`config.mk`:
```
export PLATFORM = sky130hd
export DESIGN_NAME = mult_n_flat
export DESIGN_NICKNAME = d
export VERILOG_FILES = /design/src/rtl/mult_pkg.sv /design/src/rtl/mult_n_if.sv /design/src/rtl/mult_n_ctrl.sv /design/src/rtl/mult_n.sv /design/src/flat_wrapper.sv
export SDC_FILE = /design/constraint.sdc
export NUM_CORES = 1
export LEC_CHECK = 0
export CAP_MARGIN = 20
export CORE_ASPECT_RATIO = 0.75
export CORE_MARGIN = 1.5
export CORE_UTILIZATION = 45
export DETAILED_ROUTE_END_ITERATION = 12
export PLACE_DENSITY_LB_ADDON = 0.05
export SLEW_MARGIN = 20
export SYNTH_ARGS = -nofsm -noshare
export SYNTH_HDL_FRONTEND = slang
export SYNTH_SLANG_ARGS = --single-unit
```
`constraint.sdc`:
```
create_clock -name clk -period 2.8 [get_ports clk]
set_input_delay 0.84 -clock clk [delete_from_list [all_inputs] [get_ports clk]]
set_output_delay 0.84 -clock clk [all_outputs]
set_load 0.05 [all_outputs]
```
`src/rtl/mult_pkg.sv`:
```
// Shared types and width helpers for the mult_n shift-add multiplier.
package mult_pkg;

    typedef enum logic [1:0] {
        IDLE = 2'd0,
        RUN  = 2'd1,
        DONE = 2'd2
    } state_t;

    // The product register is always twice the operand width.
    localparam int PROD_FACTOR = 2;

    function automatic int prod_w(input int w);
        return PROD_FACTOR * w;
    endfunction

endpackage

```
`src/rtl/mult_n_if.sv`:
```
// Start/operand/result bundle between a controller (master) and mult_n (slave).
interface mult_n_if
    import mult_pkg::*;
#(
    parameter int W = 4
);
    logic                 init;
    logic [W-1:0]         A;
    logic [W-1:0]         B;
    logic [prod_w(W)-1:0] pp;
    logic                 done;
    logic                 busy;

    modport master (output init, A, B, input  pp, done, busy);
    modport slave  (input  init, A, B, output pp, done, busy);
endinterface

```
`src/rtl/mult_n_ctrl.sv`:
```
// IDLE/RUN/DONE sequencer for mult_n. init is only looked at in IDLE;
// RUN ends on the edge where the shifted multiplier runs out of set bits.
module mult_n_ctrl
    import mult_pkg::*;
(
    input  logic clk,
    input  logic rst,
    input  logic init,
    input  logic zero_nxt,
    output logic load,
    output logic run,
    output logic done,
    output logic busy
);
    state_t state_q, state_d;

    // State register with synchronous reset.
    always_ff @(posedge clk) begin
        if (rst) state_q <= IDLE;
        else     state_q <= state_d;
    end

    // Next-state and Moore outputs; load is the accepting-edge strobe.
    always_comb begin
        state_d = state_q;
        load    = 1'b0;
        run     = 1'b0;
        done    = 1'b0;
        busy    = 1'b0;
        unique case (state_q)
            IDLE: begin
                if (init) begin
                    load    = 1'b1;
                    state_d = RUN;
                end
            end
            RUN: begin
                run  = 1'b1;
                busy = 1'b1;
                if (zero_nxt) state_d = DONE;
            end
            DONE: begin
                done    = 1'b1;
                busy    = 1'b1;
                state_d = IDLE;
            end
            default: state_d = IDLE;
        endcase
    end
endmodule

```
`src/rtl/mult_n.sv`:
```
// W x W -> 2W sequential shift-add multiplier, one multiplier bit per clock,
// early exit once the remaining multiplier bits are zero.
// Optional build macro MULT_SIGNED_EN: operands and product are two's
// complement; magnitudes are multiplied and the sign applied on the last edge.
module mult_n
    import mult_pkg::*;
#(
    parameter int W = 4
) (
    input  logic      clk,
    input  logic      rst,
    mult_n_if.slave   bus
);
    localparam int PW = prod_w(W);

    logic [PW-1:0] a_sh_q, a_sh_d;
    logic [W-1:0]  b_sh_q, b_sh_d;
    logic [PW-1:0] pp_q, pp_d;
    logic          sign_q, sign_d;

    logic [W-1:0]  mag_a, mag_b;
    logic          sign_ld;
    logic [PW-1:0] term, sum, sum_neg;
    logic          zero_nxt, load, run, done, busy;

`ifdef MULT_SIGNED_EN
    // -2^(W-1) negates to itself, which read unsigned is the right magnitude.
    assign mag_a   = bus.A[W-1] ? (~bus.A + W'(1)) : bus.A;
    assign mag_b   = bus.B[W-1] ? (~bus.B + W'(1)) : bus.B;
    assign sign_ld = bus.A[W-1] ^ bus.B[W-1];
`else
    assign mag_a   = bus.A;
    assign mag_b   = bus.B;
    assign sign_ld = 1'b0;
`endif

    assign term     = b_sh_q[0] ? a_sh_q : '0;
    assign sum      = pp_q + term;
    assign sum_neg  = ~sum + PW'(1);
    assign zero_nxt = (b_sh_q >> 1) == '0;

    mult_n_ctrl u_ctrl (
        .clk      (clk),
        .rst      (rst),
        .init     (bus.init),
        .zero_nxt (zero_nxt),
        .load     (load),
        .run      (run),
        .done     (done),
        .busy     (busy)
    );

    // Datapath next-state: load operands, or accumulate and shift while running.
    always_comb begin
        a_sh_d = a_sh_q;
        b_sh_d = b_sh_q;
        pp_d   = pp_q;
        sign_d = sign_q;
        if (load) begin
            a_sh_d = {{W{1'b0}}, mag_a};
            b_sh_d = mag_b;
            pp_d   = '0;
            sign_d = sign_ld;
        end else if (run) begin
            // Negating zero gives zero, so a zero product stays 0 with sign set.
            pp_d   = (zero_nxt && sign_q) ? sum_neg : sum;
            a_sh_d = a_sh_q << 1;
            b_sh_d = b_sh_q >> 1;
        end
    end

    // Datapath registers with synchronous reset.
    always_ff @(posedge clk) begin
        if (rst) begin
            a_sh_q <= '0;
            b_sh_q <= '0;
            pp_q   <= '0;
            sign_q <= 1'b0;
        end else begin
            a_sh_q <= a_sh_d;
            b_sh_q <= b_sh_d;
            pp_q   <= pp_d;
            sign_q <= sign_d;
        end
    end

    assign bus.pp   = pp_q;
    assign bus.done = done;
    assign bus.busy = busy;
endmodule

```
`src/flat_wrapper.sv`:
```
// flat-port wrapper written by rule: the top's interface ports become plain ports
module mult_n_flat import mult_pkg::*;
#(
    parameter int W = 4
)
  (clk, rst, bus_init, bus_A, bus_B, bus_pp, bus_done, bus_busy);
  mult_n_if #(.W(W)) bus_i ();
  input  logic clk;
  input  logic rst;
  input wire logic [$bits(bus_i.init)-1:0] bus_init;
  input wire logic [$bits(bus_i.A)-1:0] bus_A;
  input wire logic [$bits(bus_i.B)-1:0] bus_B;
  output wire logic [$bits(bus_i.pp)-1:0] bus_pp;
  output wire logic [$bits(bus_i.done)-1:0] bus_done;
  output wire logic [$bits(bus_i.busy)-1:0] bus_busy;
  assign bus_i.init = bus_init;
  assign bus_i.A = bus_A;
  assign bus_i.B = bus_B;
  assign bus_pp = bus_i.pp;
  assign bus_done = bus_i.done;
  assign bus_busy = bus_i.busy;
  mult_n #(.W(W)) u_core (.clk(clk), .rst(rst), .bus(bus_i));
endmodule
```
== After elaboration in Yosys (flattened, before gate mapping) ==
Index checks and enable logic that the tools add are counted.

* Flip-flop bits (word level): 22
* Bits of input ports: 11
* Output and inout bits: 10
* Logic and storage cells: 29

* Add/subtract/negate cells: 1
* Equal/unequal tests: 4
* Multiplexer cells: 13
* Reduce and logical (&&, ||, !) cells: 6

{| class="wikitable"
|+ Operators with widths
! kind !! count
|-
| $mux W4 || 4
|-
| $add A8 B8 Y8 || 1
|-
| $mux W8 || 1
|-
| $mux W1 || 5
|-
| $logic_not A4 Y1 || 1
|-
| $mux W2 || 2
|-
| $pmux W2 S2 || 1
|-
| $reduce_or A2 Y1 || 2
|-
| $eq A2 B1 Y1 const B || 1
|-
| $eq A2 B2 Y1 const B || 1
|-
| $logic_not A2 Y1 || 1
|-
| $ne A2 B1 Y1 const B || 1
|-
| $ne A2 B2 Y1 const B || 1
|-
| $reduce_and A2 Y1 || 1
|-
| $reduce_bool A2 Y1 || 1
|}

== Depth between registers and ports, before layout ==
Gate-level depths: netlist of the first run.

* Depth in word-level cells: 4
* Depth in mapped cells: 10
* Depth with buffers taken out: 9

== Hierarchy ==
Synthesis of the first run repeated with hierarchy kept, for this count alone.

* Cells, all modules: 153
* Area total of the unflattened synthesis: 1,298.7 um^2

{| class="wikitable"
|+ By module, submodules not included
! module !! times used !! cells each !! area an instance (um^2) !! sequential area each (um^2)
|-
| mult_n || 1 || 136 || 1,143.6 || 400.4
|-
| mult_n_ctrl || 1 || 17 || 155.1 || 40.0
|}

== Worst setup path after synthesis of the first run ==
No wires, ideal clock.

* Kind: flip-flop to flip-flop
* From: reg u_core.pp_q[0] (netlist: u_core.bus.pp[0])
* To: reg u_core.pp_q[6] (netlist: u_core.bus.pp[6])
* Setup time: 0.063 ns
* Arrival: 2.112 ns
* Data required time: 2.737 ns
* Path slack: 0.625 ns
* Stages on the path, launching flop included: 9
* Buffers on the path: 0
* Period minus slack after synthesis: 2.175 ns
* Cell sequence: dfxtp_1 ha_1 inv_1 fa_1 nor2b_1 o21a_2 o211ai_2 a2111o_1 nand3_1

* Longest elaborated chain between the ends: 1

{| class="wikitable"
|+ RTL lines
! item !! line !! text
|-
| start, declared || mult_n.sv:18 || <nowiki>logic [PW-1:0] pp_q, pp_d;</nowiki>
|-
| start signal, assigned || mult_n.sv:82 || <nowiki>pp_q <= pp_d;</nowiki>
|-
| $add A8 B8 Y8 || mult_n.sv:38 || <nowiki>assign sum = pp_q + term;</nowiki>
|}

Every way passes these cells.
A chain may end at the register's enable or synchronous reset.

== Worst setup path in the final report of the first run ==
* From: reg u_core.u_ctrl.state_q[0]
* To: out bus_busy

* Longest elaborated chain between the ends: 3
* Elaborated cells on any way between the ends: 4
* Classes of those cells: 2 x eq/ne; 1 x mux; 1 x reduce/logical

{| class="wikitable"
|+ RTL lines
! item !! line !! text
|-
| start, declared || mult_n_ctrl.sv:15 || <nowiki>state_t state_q, state_d;</nowiki>
|-
| start signal, assigned || mult_n_ctrl.sv:20 || <nowiki>else state_q <= state_d;</nowiki>
|-
| $eq A2 B1 Y1 or $eq A2 B2 Y1 (tied branches) || mult_n_ctrl.sv:30 || <nowiki>unique case (state_q)</nowiki>
|-
| $reduce_or A2 Y1 (no source line) (*) || - ||
|-
| $mux W1 (*) || mult_n_ctrl.sv:30 ||
|-
| end, declared || flat_wrapper.sv:15 || <nowiki>output wire logic [$bits(bus_i.busy)-1:0] bus_busy;</nowiki>
|}

Mark *: on every way between the ends. The rest lies on a longest branch, timed or not.

==> results.tsv, run 1 <==
metric	value	unit
status	finished clean	
place_congestion	0.833	
synth.top_cells.by_area	dfxtp_1, mux2i_1, ha_1	
synth_common_cells	dfxtp_1, mux2i_1, nor2_1, ha_1	
ios	21	
p_int	0.688	mW
netlist.area_leader.share	34.0	%
routed_wl	2.58	mm
drc	0	
synth_edf_count	0	
yosys.area.top_type	dfxtp_1	
nets	189	
ys_types	35	
yosys_warnings	0	
finClkSkew	6.45	ps
die_area	3210	sq um
hp-class	flop to flop	
ys_ff_latch	22	
routedWlPerCell	12.9	um
hpwl	1.95	mm
swShare	41.7	%
antenna_cells	0	
finalCoreUtilization	59.2	%
clkPwrFrac	16.2	%
clk_latency	260	ps
p_switching	0.492	mW
io_buffers	20	
grt_pass1_vias	1017	
yosysSeqAreaShare	34.0	%
antenna_found_initial	0	
vias	1077	
ant_nets	0	
layoutNonFillerInstCount	200	
p_leak	0.617	nW
ff2ff_path_depth	9	
crit_fanout	3	
holdWs	480	ps
synth_ff_type	dfxtp_1	
setup_viol	0	
clk_pin_slew	80	ps
syn_area_per_cell	9.05	sq um
async_reset_ff_share	0	%
area_delta_synth_final	21.9	%
cts.htree.levels	1	
worst-path-stages	3	
track_usage	18.0	%
crit_type	flop to output pin	
overflow	0	
fmax	0.381	GHz
whs_path_depth	2	
synth_most_common_cell	dfxtp_1	
cts-root-buf	clkbuf_8	
finalCriticalPeriod	2630	ps
seqPwrFrac	35.7	%
fin_crit_sh	93.8	%
cts-resized-gates	0	
viasPerCell	5.39	
place_inst	197	
hold_buffers	0	
hold_violations	0	
peakVddDrop	0.459	mV
cts_tree	built	
cp.arrival	1790	ps
stdcell_area	1580	sq um
pwr-share-comb	48.1	%
core_area	2660	sq um
clockBufferDepth	2	
powerDensity	748	nW/um^2
dpl-instance-area	1540	sq um
synth_nets	166	
drive_above_1_share	7.93	%
cp.required	1960	ps
grt_pass1_wl	4.62	mm
rows	16	
crit_buf_inv	2	
grt_max_degree	22	
worst_pin_slew	510	ps
relSlewSlack	65.9	%
worst_setup_path_start_kind	flop	
critical-path-top-delay-family	buffers and inverters	
netlist_instances	143	
fp.dieW	64.9	um
synth_area	1290	sq um
crit_chain	inv_1 -> ha_1 -> clkdlybuf4s50_1	
start_util	48.6	%
slowest_delay	800	ps
cts_setup_buffers	0	
clock-sinks	22	
dr.pass1.iters	4	
cap_viol_max_count	0	
drv_slew	0	
tns	0	ps
die_y	49.4	um
critPathSlowestCell	clkdlybuf4s50_1	
rsz0062_at_grt	false	
endpoint_kind	output pin	
cts_made_buffers	3	
drt_iter0_drc	65	
==> flip-flops by register name, summed over array words and instances, names as in the netlist <==
signal,cells
u_core.a_sh_q,8
u_core.u_ctrl.state_q,2
u_core.bus.pp,8
u_core.b_sh_q,4
==> through the flow <==
stage,worst slack [ps],power [mW]
global placement,490,0.984
CTS,162,1.19
global route,127,1.27
detailed placement,460,0.998
finish,173,1.18
floorplan,625,0.863
==> routing by layer <==
layer  up-vias  global-route usage (%)  wire [um]
met5         -                       0          0
met4         0                    1.06          8
met3         2                    4.85         79
met2        14                    28.5       1180
met1       506                    25.7       1310
li1        555                       -          -
==> power by group through the flow <==
stage | clock (mW) | sequential (mW) | combinational (mW)
after floorplan | 0 | 0.426 | 0.437
after global placement | 0 | 0.425 | 0.560
after detailed placement | 0 | 0.429 | 0.569
after CTS | 0.199 | 0.421 | 0.573
after global routing | 0.216 | 0.431 | 0.620
final | 0.191 | 0.421 | 0.568
==> path summary, 6_finish.rpt <==
kind                                  from               end  slack [ps]
setup / recovery  u_core.u_ctrl.state_q[0]          bus_busy         170
hold / removal            u_core.bus.pp[7]  u_core.bus.pp[7]         480
setup reg to reg          u_core.b_sh_q[0]  u_core.bus.pp[6]         530
hold reg to reg           u_core.bus.pp[7]  u_core.bus.pp[7]         480
==> area by class of cell <==
cell class / count / area (sq um)
clock buffers: 3 / 41.3
fillers: 247 / 1090
inverters: 7 / 26.3
multi-input cells: 108 / 793
flip-flops and latches: 22 / 440
well taps: 36 / 45.0
repair buffers: 24 / 230
==> worst min-delay path: stages (launching register included) <==
cell	delay (ps)
dfxtp_1	330
nand2_1	50
mux2i_1	50
==> kinds of logic after synthesis <==
logic type	Yosys count	share of synthesized area, %
muxes	16	12.4
adders and majority gates	12	12.2
xor gates and xnor gates	2	1.35
buffers and inverters	13	4.64
and+or+nand+nor	50	19.5
DFF	22	34.0
AOI/OAI and AO/OA	28	15.9
==> cells in the final DEF, fill, tap and decap left out, drive strengths merged, types with 2 or more instances in the layout <==
| cell | n |
|---|---|
| clkdlybuf4s50 | 20 |
| mux2i | 16 |
| inv | 7 |
| nand2 | 9 |
| buf | 4 |
| o21ai | 2 |
| nand3 | 9 |
| a211oi | 10 |
| nor3 | 3 |
| dfxtp | 22 |
| nor2 | 15 |
| o21bai | 2 |
| clkbuf | 3 |
| ha | 11 |
| nor4b | 2 |
| a21oi | 8 |
| and2 | 6 |
| xnor2 | 2 |
Note: power is estimated with default switching activity, not from simulation.
==> inputs of run 2 (changes only) <==
--- a/config.mk
+++ b/config.mk
@@ -6,10 +6,12 @@
 export NUM_CORES = 1
 export LEC_CHECK = 0
 export CAP_MARGIN = 20
-export CORE_ASPECT_RATIO = 0.75
+export CORE_ASPECT_RATIO = 1.4
 export CORE_MARGIN = 1.5
 export CORE_UTILIZATION = 45
 export DETAILED_ROUTE_END_ITERATION = 12
+export DONT_BUFFER_PORTS = 1
+export MAX_ROUTING_LAYER = met4
 export PLACE_DENSITY_LB_ADDON = 0.05
 export SLEW_MARGIN = 20
 export SYNTH_ARGS = -nofsm -noshare
==> run 2 against run 1 <==
Net effect:
- register-to-register slack improved by 60 ps
- global-route usage fell by 0.62 points
- sequential cell count did not move
- combinational power fell by 10%
- wire length fell by 7.3%
- total power fell by 0.97%
- core utilization fell by 5.8 points
- sequential share of layout area rose by 3.0 points
- first-iteration DRC count fell by 78%
- critical endpoint is now u_core.bus.pp[6]
- largest cell class unchanged
==> results.tsv, run 2 (synthesis results as in run 1) <==
metric	value	unit	change
drive_above_1_share	12.7	%	was 7.93%
cts_tree	built		unchanged
p_total	1.17	mW	was 1.18 mW
drv_slew	0		unchanged
powerDensity	820	nW/um^2	was 748 nW/um^2
peakVddDrop	0.898	mV	was 0.459 mV
crit_fanout	10		was 3
hpwl	1.82	mm	was 1.95 mm
drc	0		unchanged
die_area	3210	sq um	about the same
finalCoreUtilization	53.4	%	was 59.2%
place_congestion	0.883		was 0.833
vias	1007		was 1077
dpl-instance-area	1370	sq um	was 1540 sq um
routedWlPerCell	12.9	um	about the same
io_buffers	0		was 20
layout_commonest_cell	dfxtp_1		unchanged
stdcell_area	1430	sq um	was 1580 sq um
routed_wl	2.39	mm	was 2.58 mm
rsz0062_at_grt	false		unchanged
cts_setup_buffers	0		unchanged
p_leak	0.578	nW	was 0.617 nW
cts.htree.levels	1		unchanged
cts-resized-gates	0		unchanged
fp.dieW	48.3	um	was 64.9 um
dr.pass1.iters	4		unchanged
clk_pin_slew	120	ps	was 80 ps
endpoint_kind	flop		was output pin
core_area	2670	sq um	was 2660 sq um
setup_viol	0		unchanged
cp.arrival	2470	ps	was 1790 ps
status	finished clean		unchanged
area_delta_synth_final	10.2	%	was 21.9%
viasPerCell	5.41		was 5.39
tns	0	ps	unchanged
final.setup.worst_slack	591	ps	was 173 ps
grt_pass1_wl	4.25	mm	was 4.62 mm
layoutNonFillerInstCount	186		was 200
fmax	0.453	GHz	was 0.381 GHz
cts-root-buf	clkbuf_4		was clkbuf_8
clock-sinks	22		unchanged
cp.required	3060	ps	was 1960 ps
place_inst	182		was 197
grt_pass1_vias	989		was 1017
ant_nets	0		unchanged
cts_made_buffers	3		unchanged
rows	22		was 16
mostFrequentLayoutCells	dfxtp_1, mux2i_1, nor2_1, ha_1		was dfxtp_1, clkdlybuf4s50_1, mux2i_1, nor2_1, ha_1
overflow	0		unchanged
start_util	48.5	%	was 48.6%
fin_crit_sh	78.9	%	was 93.8%
cap_viol_max_count	0		unchanged
relSlewSlack	65.2	%	was 65.9%
finClkSkew	2.50	ps	was 6.45 ps
track_usage	17.4	%	was 18.0%
place_ws	628	ps	was 460 ps
holdWs	512	ps	was 480 ps
grt_max_degree	22		unchanged
finalCriticalPeriod	2210	ps	was 2630 ps
worst_setup_path_start_kind	flop		unchanged
ios	21		unchanged
nets	174		was 189
antenna_cells	0		unchanged
clk_latency	300	ps	was 260 ps
die_y	66.4	um	was 49.4 um
hp-class	flop to flop		unchanged
hold_violations	0		unchanged
worst_pin_slew	522	ps	was 510 ps
hold_buffers	0		unchanged
crit_type	flop to flop		was flop to output pin
antenna_found_initial	0		unchanged
drt_iter0_drc	14		was 65
clockBufferDepth	2		unchanged
-- run 2: changes by cell type in the layout (fill, tap and decap cells not counted) --
cell	before	now
clkbuf_4	0	3
clkdlybuf4s50_1	20	0
bufinv_16	0	1
buf_4	4	9
clkbuf_8	3	0
-- run 2: critical path, cell delays in order, from the launching register on --
cell      delay, ps
dfxtp_1         490
and2_1          180
ha_1            200
inv_1            70
fa_1            400
nor2b_1         130
o21a_2          150
o211ai_2         80
a2111o_1        380
nand3_1          80
-- run 2: report_power, final --
| group | total [mW] | switching, mW | leakage [nW] | internal, mW |
|---|---|---|---|---|
| logic | 0.510 | 0.331 | 0.371 | 0.180 |
| registers | 0.416 | 0.0456 | 0.179 | 0.370 |
| clock network | 0.242 | 0.0972 | 0.0279 | 0.145 |
-- run 2: worst paths after layout --
| path | start | endpoint | slack, ps | cells past startpoint |
|---|---|---|---|---|
| worst min-delay path | u_core.a_sh_q[0] | u_core.a_sh_q[0] | 510 | 2 |
| worst min register to register | u_core.a_sh_q[0] | u_core.a_sh_q[0] | 510 | 2 |
| worst max-delay path | u_core.b_sh_q[0] | u_core.bus.pp[6] | 590 | 9 |
| worst max register to register | u_core.b_sh_q[0] | u_core.bus.pp[6] | 590 | 9 |
-- run 2: layout make-up --
cell class | count | area, sq um
fill | 269 | 1240
multi-input combinational | 108 | 793
sequential | 22 | 440
timing repair buffer | 9 | 67.6
tap | 36 | 45.0
clock inverter | 1 | 30.0
inverter | 7 | 26.3
clock buffer | 3 | 22.5
-- run 2: routing by layer --
metal | GRT usage (%) | up-vias | part of all wire (%)
met4 | 7.50 | 0 | 0.96
met2 | 31.3 | 13 | 51
met1 | 19.2 | 467 | 46
li1 | - | 525 | -
met3 | 2.71 | 2 | 2.4
met5 | - | - | 0
